**src/rtl/tap_streamer.sv**
```systemverilog
// ============================================================================
// tap_streamer: 3-tap FIR product streamer. It emits h0*w0, h1*w1 and h2*w2,
// one product per cycle, to a downstream accumulator.
// Revision: 1.0
// ============================================================================
`default_nettype none

module tap_streamer (
  input  logic        clk,
  input  logic        reset,
  input  logic        clear,
  input  logic        coef_wr,
  input  logic [1:0]  coef_idx,
  input  logic [15:0] coef_data,
  input  logic [15:0] s_data,
  input  logic        s_valid,
  output logic        s_ready,
  output logic [31:0] m_data,
  output logic        m_valid,
  output logic        m_first,
  output logic        m_last,
  output logic [15:0] group_cnt
);

  typedef enum logic [1:0] {
    IDLE = 2'd0,
    TAP0 = 2'd1,
    TAP1 = 2'd2,
    TAP2 = 2'd3
  } state_t;

  state_t      state;
  state_t      state_next;
  logic [15:0] h0, h1, h2;
  logic [15:0] w0, w1, w2;
  logic [1:0]  fill;
  logic        accept;
  logic [15:0] tap_coef;
  logic [15:0] tap_samp;

  // Gating with reset keeps s_ready low for the whole time reset is held.
  assign s_ready = reset && (state == IDLE) && !clear;
  assign accept  = s_valid && s_ready;

  always_comb begin
    state_next = state;
    case (state)
      IDLE:    if (accept && (fill >= 2'd2)) state_next = TAP0;
      TAP0:    state_next = TAP1;
      TAP1:    state_next = TAP2;
      TAP2:    state_next = IDLE;
      default: state_next = IDLE;
    endcase
    if (clear) state_next = IDLE;
  end

  always_comb begin
    m_valid  = 1'b0;
    m_first  = 1'b0;
    m_last   = 1'b0;
    tap_coef = 16'd0;
    tap_samp = 16'd0;
    case (state)
      TAP0: begin
        m_valid  = 1'b1;
        m_first  = 1'b1;
        tap_coef = h0;
        tap_samp = w0;
      end
      TAP1: begin
        m_valid  = 1'b1;
        tap_coef = h1;
        tap_samp = w1;
      end
      TAP2: begin
        m_valid  = 1'b1;
        m_last   = 1'b1;
        tap_coef = h2;
        tap_samp = w2;
      end
      default: ;
    endcase
    // Operands are zero in IDLE, so m_data is 0 there without a separate mux.
    m_data = $signed({{16{tap_coef[15]}}, tap_coef}) *
             $signed({{16{tap_samp[15]}}, tap_samp});
  end

  always_ff @(posedge clk or negedge reset) begin
    if (!reset) begin
      state     <= IDLE;
      fill      <= 2'd0;
      w0        <= 16'd0;
      w1        <= 16'd0;
      w2        <= 16'd0;
      h0        <= 16'd0;
      h1        <= 16'd0;
      h2        <= 16'd0;
      group_cnt <= 16'd0;
    end else begin
      state <= state_next;

      if (clear) begin
        fill <= 2'd0;
        w0   <= 16'd0;
        w1   <= 16'd0;
        w2   <= 16'd0;
      end else if (accept) begin
        w2 <= w1;
        w1 <= w0;
        w0 <= s_data;
        if (fill != 2'd3) fill <= fill + 2'd1;
      end

      if (coef_wr && (state == IDLE)) begin
        case (coef_idx)
          2'd0:    h0 <= coef_data;
          2'd1:    h1 <= coef_data;
          2'd2:    h2 <= coef_data;
          default: ;
        endcase
      end

      // A clear during TAP2 abandons that group, so it is not counted.
      if ((state == TAP2) && !clear) group_cnt <= group_cnt + 16'd1;
    end
  end

endmodule

`default_nettype wire

```
**config.mk**
```make
export PLATFORM = sky130hd
export DESIGN_NAME = tap_streamer
export DESIGN_NICKNAME = d
export VERILOG_FILES = /design/src/rtl/tap_streamer.sv
export SDC_FILE = /design/constraint.sdc
export NUM_CORES = 1
export LEC_CHECK = 0
export ABC_AREA = 1
export CORE_MARGIN = 2
export CORE_UTILIZATION = 40
export DETAILED_ROUTE_END_ITERATION = 8
export PLACE_DENSITY = 0.66
export SYNTH_ARGS = -nofsm -noshare
export SYNTH_HDL_FRONTEND = slang
export SYNTH_SLANG_ARGS = --single-unit
```
**constraint.sdc**
```tcl
create_clock -name clk -period 15.2 [get_ports clk]
set_clock_uncertainty 0.2 [all_clocks]
set_input_delay 2.28 -clock clk [delete_from_list [all_inputs] [get_ports clk]]
set_output_delay 2.28 -clock clk [all_outputs]
set_load 0.01 [all_outputs]
```
==> impl_metrics.json, run 1 <==
{
  "ff2ff_setup_slack_ps": 12230,
  "grt_remaining_overflow": 0,
  "ant_nets": 0,
  "crit_fanout": 18,
  "cp_common_cell": "fa_1",
  "synthDistinctLibCells": 41,
  "gp_congestion": 0.913,
  "drt_wl_total_microns": 39700,
  "cts_root_buf": "clkbuf_16",
  "dp_hpwl_microns": 32100,
  "top_level_ports": 91,
  "synth_seq_area_share_pct": 18.7,
  "final_util_pct": 45.5,
  "vias": 12500,
  "slowest_delay_ps": 900,
  "grt_start_max_net_pins": 85,
  "avgSynthCellArea_sq_um": 8.22,
  "synthCells": 1892,
  "rsz0062_at_grt": "false",
  "required_ps": 12720,
  "antenna_found_initial": 0,
  "grt_pass1_vias": 13300,
  "yosys.area.top_type_share_pct": 33.9,
  "grt.total_usage_pct": 20.8,
  "synthesis.area_sq_um": 15500,
  "cts_tree": "built",
  "nFillCells": 3777,
  "vias_per_cell": 5.03,
  "end_kind": "output pin",
  "clockBufferDepth": 2,
  "yosys.area.top_type": "fa_1",
  "crit_arrival_ps": 8670,
  "hp-class": "reg -> reg",
  "cp-startpoint": "state[0]$_DFFE_PN0P_",
  "hold_buffers": 0,
  "power_density_nw_per_um2": 72.6,
  "cp-start-kind": "flop",
  "period_share_pct": 73.4,
  "coreArea_sq_um": 38500,
  "holdPathStages": 2,
  "reg2reg_depth": 8,
  "avgRoutedWirePerCell_microns": 15.9,
  "drc_errors": 0,
  "cts_resized": 0,
  "slew_violations": 0,
  "outcome": "finished clean",
  "seqCellArea_sq_um": 2900,
  "tightest_slew_ps": 1150,
  "cts_inserted_buffers": 17,
  "initial_core_util_pct": 40.4,
  "slew_headroom_pct": 23.0,
  "htree_levels": 4,
  "syn_nets": 2283,
  "antenna_cells": 0,
  "slowest_stage": "fa_1",
  "multi_input_area_sq_um": 10800,
  "max_freq_ghz": 0.0896,
  "drt_iter0_markers": 886,
  "dpl_worst_slack_ps": 4510,
  "hold_viol_final": 0,
  "synth_area_leaders": "fa_1 34%, dfrtp_1 19%, inv_1 10%",
  "min_from": "h2[12]$_DFFE_PN0P_",
  "setup-tns-final_ps": 0,
  "layout.nets": 2349,
  "area_growth_pct": 12.4,
  "rows": 72,
  "period_minus_slack_ps": 11150,
  "clock-sinks": 116,
  "p_leak_nw": 9.10,
  "insertion_delay_ps": 420,
  "portBuffers": 90,
  "critPathKind": "reg -> out",
  "ys_warn_count": 0,
  "reg2reg_from": "state[0]$_DFFE_PN0P_",
  "drive_gt1_share_pct": 3.65,
  "post_cts_buffers": 0,
  "reg2reg_to": "w0[14]$_DFFE_PN0P_",
  "die_w_microns": 201,
  "fp.dieH_microns": 201,
  "drtPass1Iterations": 6,
  "min_to": "h2[12]$_DFFE_PN0P_",
  "path_clk_slew_ps": 60,
  "cap_violations": 0,
  "crit_path_cell_trace": "inv_1 > ha_1 > inv_4 > o221ai_1 > nand2_1 > nor2_1 > fa_1 > fa_1 > fa_1 > fa_1 > fa_1 > fa_1 > ha_1 > nand2_1 > nor2_1 > inv_1 > nor2_1 > nand4_1 > nand3b_1 > xor2_1 > clkdlybuf4s50_1",
  "irDropWorstVdd_v": 0.0000872,
  "synth-seq-cells": 116,
  "setup_slack_ps": 4050,
  "dieArea_sq_um": 40500,
  "finalSetupViolations": 0,
  "grt_first_pass_wirelength_microns": 67200
}
## stage by stage
stage,power (W),hold WS [ps],area (sq um),cells
detailed placement,0.000864,272,16900,2457
CTS,0.00127,288,17500,2489
finish,0.00127,286,17500,2489
global route,0.00135,302,17500,2489
global placement,0.000856,265,16900,2457
floorplan,0.000696,253,15500,1892
## cell type report
| type | count | area share (%) |
|---|---|---|
| multi-input combinational | 1293 | 61.6 |
| sequential | 116 | 16.6 |
| inverter | 436 | 9.40 |
| timing repair buffer | 94 | 5.31 |
| tap | 518 | 3.71 |
| clock buffer | 17 | 2.43 |
| clock inverter | 15 | 0.988 |
## worst max path at each step
stage | cells past startpoint | slack (ps) | endpoint
final | 21 | 4050 | m_data[23]
after CTS | 21 | 4050 | m_data[23]
after floorplan | 25 | 6550 | m_data[28]
after global placement | 21 | 4540 | m_data[23]
after global routing | 21 | 3530 | m_data[23]
after detailed placement | 21 | 4510 | m_data[23]
## registers in the layout, summed over array words and instances, names as in the netlist
name / cells
w2: 16
h0: 16
w1: 16
w0: 16
h2: 16
h1: 16
fill: 2
state: 2
group_cnt: 16
## power breakdown
group / leakage [nW] / switching [W] / internal [W] / total, W
clock network: 0.295 / 0.000158 / 0.000246 / 0.000404
registers: 1.53 / 0.0000466 / 0.000387 / 0.000434
logic: 7.27 / 0.000306 / 0.000126 / 0.000432
total: 9.10 / 0.000511 / 0.000759 / 0.00127
## synth_stat cells (all sizes together)
library cell  number
inv              436
nand2            421
fa               263
nor2             214
dfrtp            116
ha                89
o21ai             79
nand3             75
o22ai             32
a21oi             28
buf               28
xor2              26
clkbuf            19
nand4             16
o221ai            16
nor3              11
xnor2              9
o21bai             6
nand3b             2
o211ai             2
a211oi             1
a21boi             1
a21o               1
nor3b              1
## critical path: cells and delay by family, from the launching register on
family,cells,cell delay (ps)
buffers and inverters,4,1050
DFF,1,410
AOI/OAI and AO/OA,1,450
adders and majority gates,8,4550
and+or+nand+nor,7,1600
xor gates and xnor gates,1,180
## metal layers
layer | track usage, % | share of wire, %
met2 | 36.7 | 50
met5 | 0 | 0
met4 | 4.97 | 2.0
met1 | 26.8 | 42
met3 | 3.09 | 5.8
## logic make-up after synthesis
logic type      synth area share, %
xor+xnor                       1.97
simple gates                   19.5
fa+ha+maj                      41.0
compound gates                 6.75
buf+inv                        12.1
flops                          18.7
## cells in the final DEF (no fill, tap or decap), types with 15 or more instances in the layout
cell and instances:
o22ai_1 32, inv_1 429, dfrtp_1 116, xor2_1 26, o21ai_0 78, ha_1 89
clkbuf_16 17, a21oi_1 28, clkdlybuf4s50_1 89, nor2_1 208, nand4_1 15, fa_1 263
nand2_1 415, nand3_1 75
Note: power is estimated with default switching activity, not from simulation.
==> run 2, diff against run 1 <==
clock period = 10.9 ns   (was 15.2 ns; I/O delays follow)
==> run 2 against run 1 <==
Net effect:
- first-iteration DRC count down 9.1%
- via count about the same
- clock-buffer cell count unchanged
- sequential share of layout area about the same
- clock power up 32%
- design area up 0.19%
- critical path depth up 7
- global-route usage up 0.054 points
- core utilization up 0.088 points
- cell count up 0.24%
- non-clock buffer count up 6
- setup slack worse by 3400 ps
- largest cell class unchanged
- highest routed layer unchanged
==> impl_metrics.json, run 2 (synthesis gave the netlist of run 1 again) <==
{
  "crit_fanout": 21,
  "grt_first_pass_wirelength_microns": 67200,
  "grt_pass1_vias": 13300,
  "cts_root_buf": "clkbuf_16",
  "seqPwrFrac_pct": 34.6,
  "ant_nets": 0,
  "cts_resized": 0,
  "wl_met1_microns": 16600,
  "cap_violations": 0,
  "drive_gt1_share_pct": 3.95,
  "cts_tree": "built",
  "crit_buf_inv": 10,
  "cp-start-kind": "flop",
  "route.met3.wl_microns": 2150,
  "p_clk_share_pct": 30.4,
  "slowest_stage": "ha_1",
  "initial_core_util_pct": 40.4,
  "drt_wl_total_microns": 40100,
  "grt.total_usage_pct": 20.8,
  "p_leak_nw": 9.11,
  "pwr-share-comb_pct": 35.0,
  "end_kind": "output pin",
  "slew_violations": 0,
  "setup-tns-final_ps": 0,
  "final_cell_mix": "429 x inv_1, 415 x nand2_1, 263 x fa_1, 208 x nor2_1, 116 x dfrtp_1",
  "rows": 72,
  "dp_hpwl_microns": 32600,
  "cp_common_cell": "inv_1",
  "vias": 12500,
  "final_cells": 2495,
  "rsz0062_at_grt": "false",
  "hold_viol_final": 0,
  "clockBufferDepth": 2,
  "internal_power_w": 0.00104,
  "slowest_delay_ps": 570,
  "period_minus_slack_ps": 10250,
  "avgRoutedWirePerCell_microns": 16.1,
  "cpLargestDelayFamily": "adder cells",
  "gp_congestion": 0.948,
  "p_sw_w": 0.000708,
  "outcome": "finished clean",
  "drt_iter0_markers": 805,
  "clock-sinks": 116,
  "hold_ws_ps": 285,
  "power_switching_share_pct": 40.4,
  "htree_levels": 4,
  "hold_buffers": 0,
  "period_share_pct": 94.0,
  "area_growth_pct": 12.7,
  "portBuffers": 90,
  "grt_remaining_overflow": 0,
  "max_freq_ghz": 0.0976,
  "coreArea_sq_um": 38500,
  "tightest_slew_ps": 1140,
  "required_ps": 9070,
  "place_inst": 2463,
  "dieArea_sq_um": 40500,
  "met2WireLength_microns": 20200,
  "die_w_microns": 201,
  "vias_per_cell": 5.02,
  "layout.nets": 2355,
  "layout_commonest_cell": "inv_1",
  "power_density_nw_per_um2": 100,
  "crit_arrival_ps": 8410,
  "fp.dieH_microns": 201,
  "post_cts_buffers": 0,
  "antenna_found_initial": 0,
  "cts_inserted_buffers": 17,
  "drc_errors": 0,
  "finalSetupViolations": 0,
  "path_clk_slew_ps": 60,
  "insertion_delay_ps": 410,
  "hp-class": "reg -> reg",
  "drtPass1Iterations": 5,
  "antenna_cells": 0,
  "grt_start_max_net_pins": 84,
  "slew_headroom_pct": 23.8,
  "irDropWorstVdd_v": 0.000103,
  "highest_layer": "met4",
  "critPathKind": "reg -> out",
  "top_level_ports": 91
}
-- run 2: power groups by stage --
stage	clock [W]	combinational, W	sequential, W
2_1_floorplan	0	0.000375	0.000596
3_3_place_gp	0	0.000592	0.000605
3_5_place_dp	0	0.000606	0.000610
4_1_cts	0.000542	0.000610	0.000605
5_1_grt	0.000565	0.000677	0.000620
6_report	0.000532	0.000614	0.000606
-- run 2: stage by stage --
stage | setup slack [ps] | area (sq um) | power, W | util [%]
CTS | 740 | 17500 | 0.00176 | 45.5
floorplan | 2900 | 15500 | 0.000970 | -
global placement | 1250 | 16900 | 0.00120 | 44.0
detailed placement | 1200 | 16900 | 0.00122 | 44.0
global route | 83.7 | 17500 | 0.00186 | 45.5
finish | 650 | 17500 | 0.00175 | 45.5
-- run 2: routing by layer --
| layer | track usage (%) | up-vias |
|---|---|---|
| met5 | 0 | - |
| met4 | 7.38 | 0 |
| met3 | 2.45 | 78 |
| met2 | 36.5 | 380 |
| met1 | 26.6 | 6240 |
| li1 | - | 5830 |
-- run 2: cell type report --
class                   instances  area (sq um)
fillers                      3803         20900
clock inverters                15           149
clock buffers                  17           425
repair buffers                100           986
multi-input cells            1293         10800
well taps                     518           648
flip-flops and latches        116          2900
inverters                     436          1640
-- run 2: worst min-delay path, delay by kind of cell, from the launching register on --
kind | cells | cell delay, ps
flip-flops | 1 | 340
AND/OR/NAND/NOR | 1 | 50
AO/OA/AOI/OAI | 1 | 60
-- run 2: path summary, 6_finish.rpt --
path / slack, ps / to / cells past startpoint / from
setup / recovery: 650 / m_data[21] / 28 / state[1]$_DFFE_PN0P_
hold / removal: 290 / h2[10]$_DFFE_PN0P_ / 2 / h2[10]$_DFFE_PN0P_
setup reg to reg: 7990 / w0[12]$_DFFE_PN0P_ / 8 / state[0]$_DFFE_PN0P_
hold reg to reg: 290 / h2[10]$_DFFE_PN0P_ / 2 / h2[10]$_DFFE_PN0P_
max in group asynchronous: 8150 / w1[5]$_DFFE_PN0P_ / 2 / reset
min in group asynchronous: 970 / group_cnt[12]$_DFFE_PN0P_ / 1 / reset
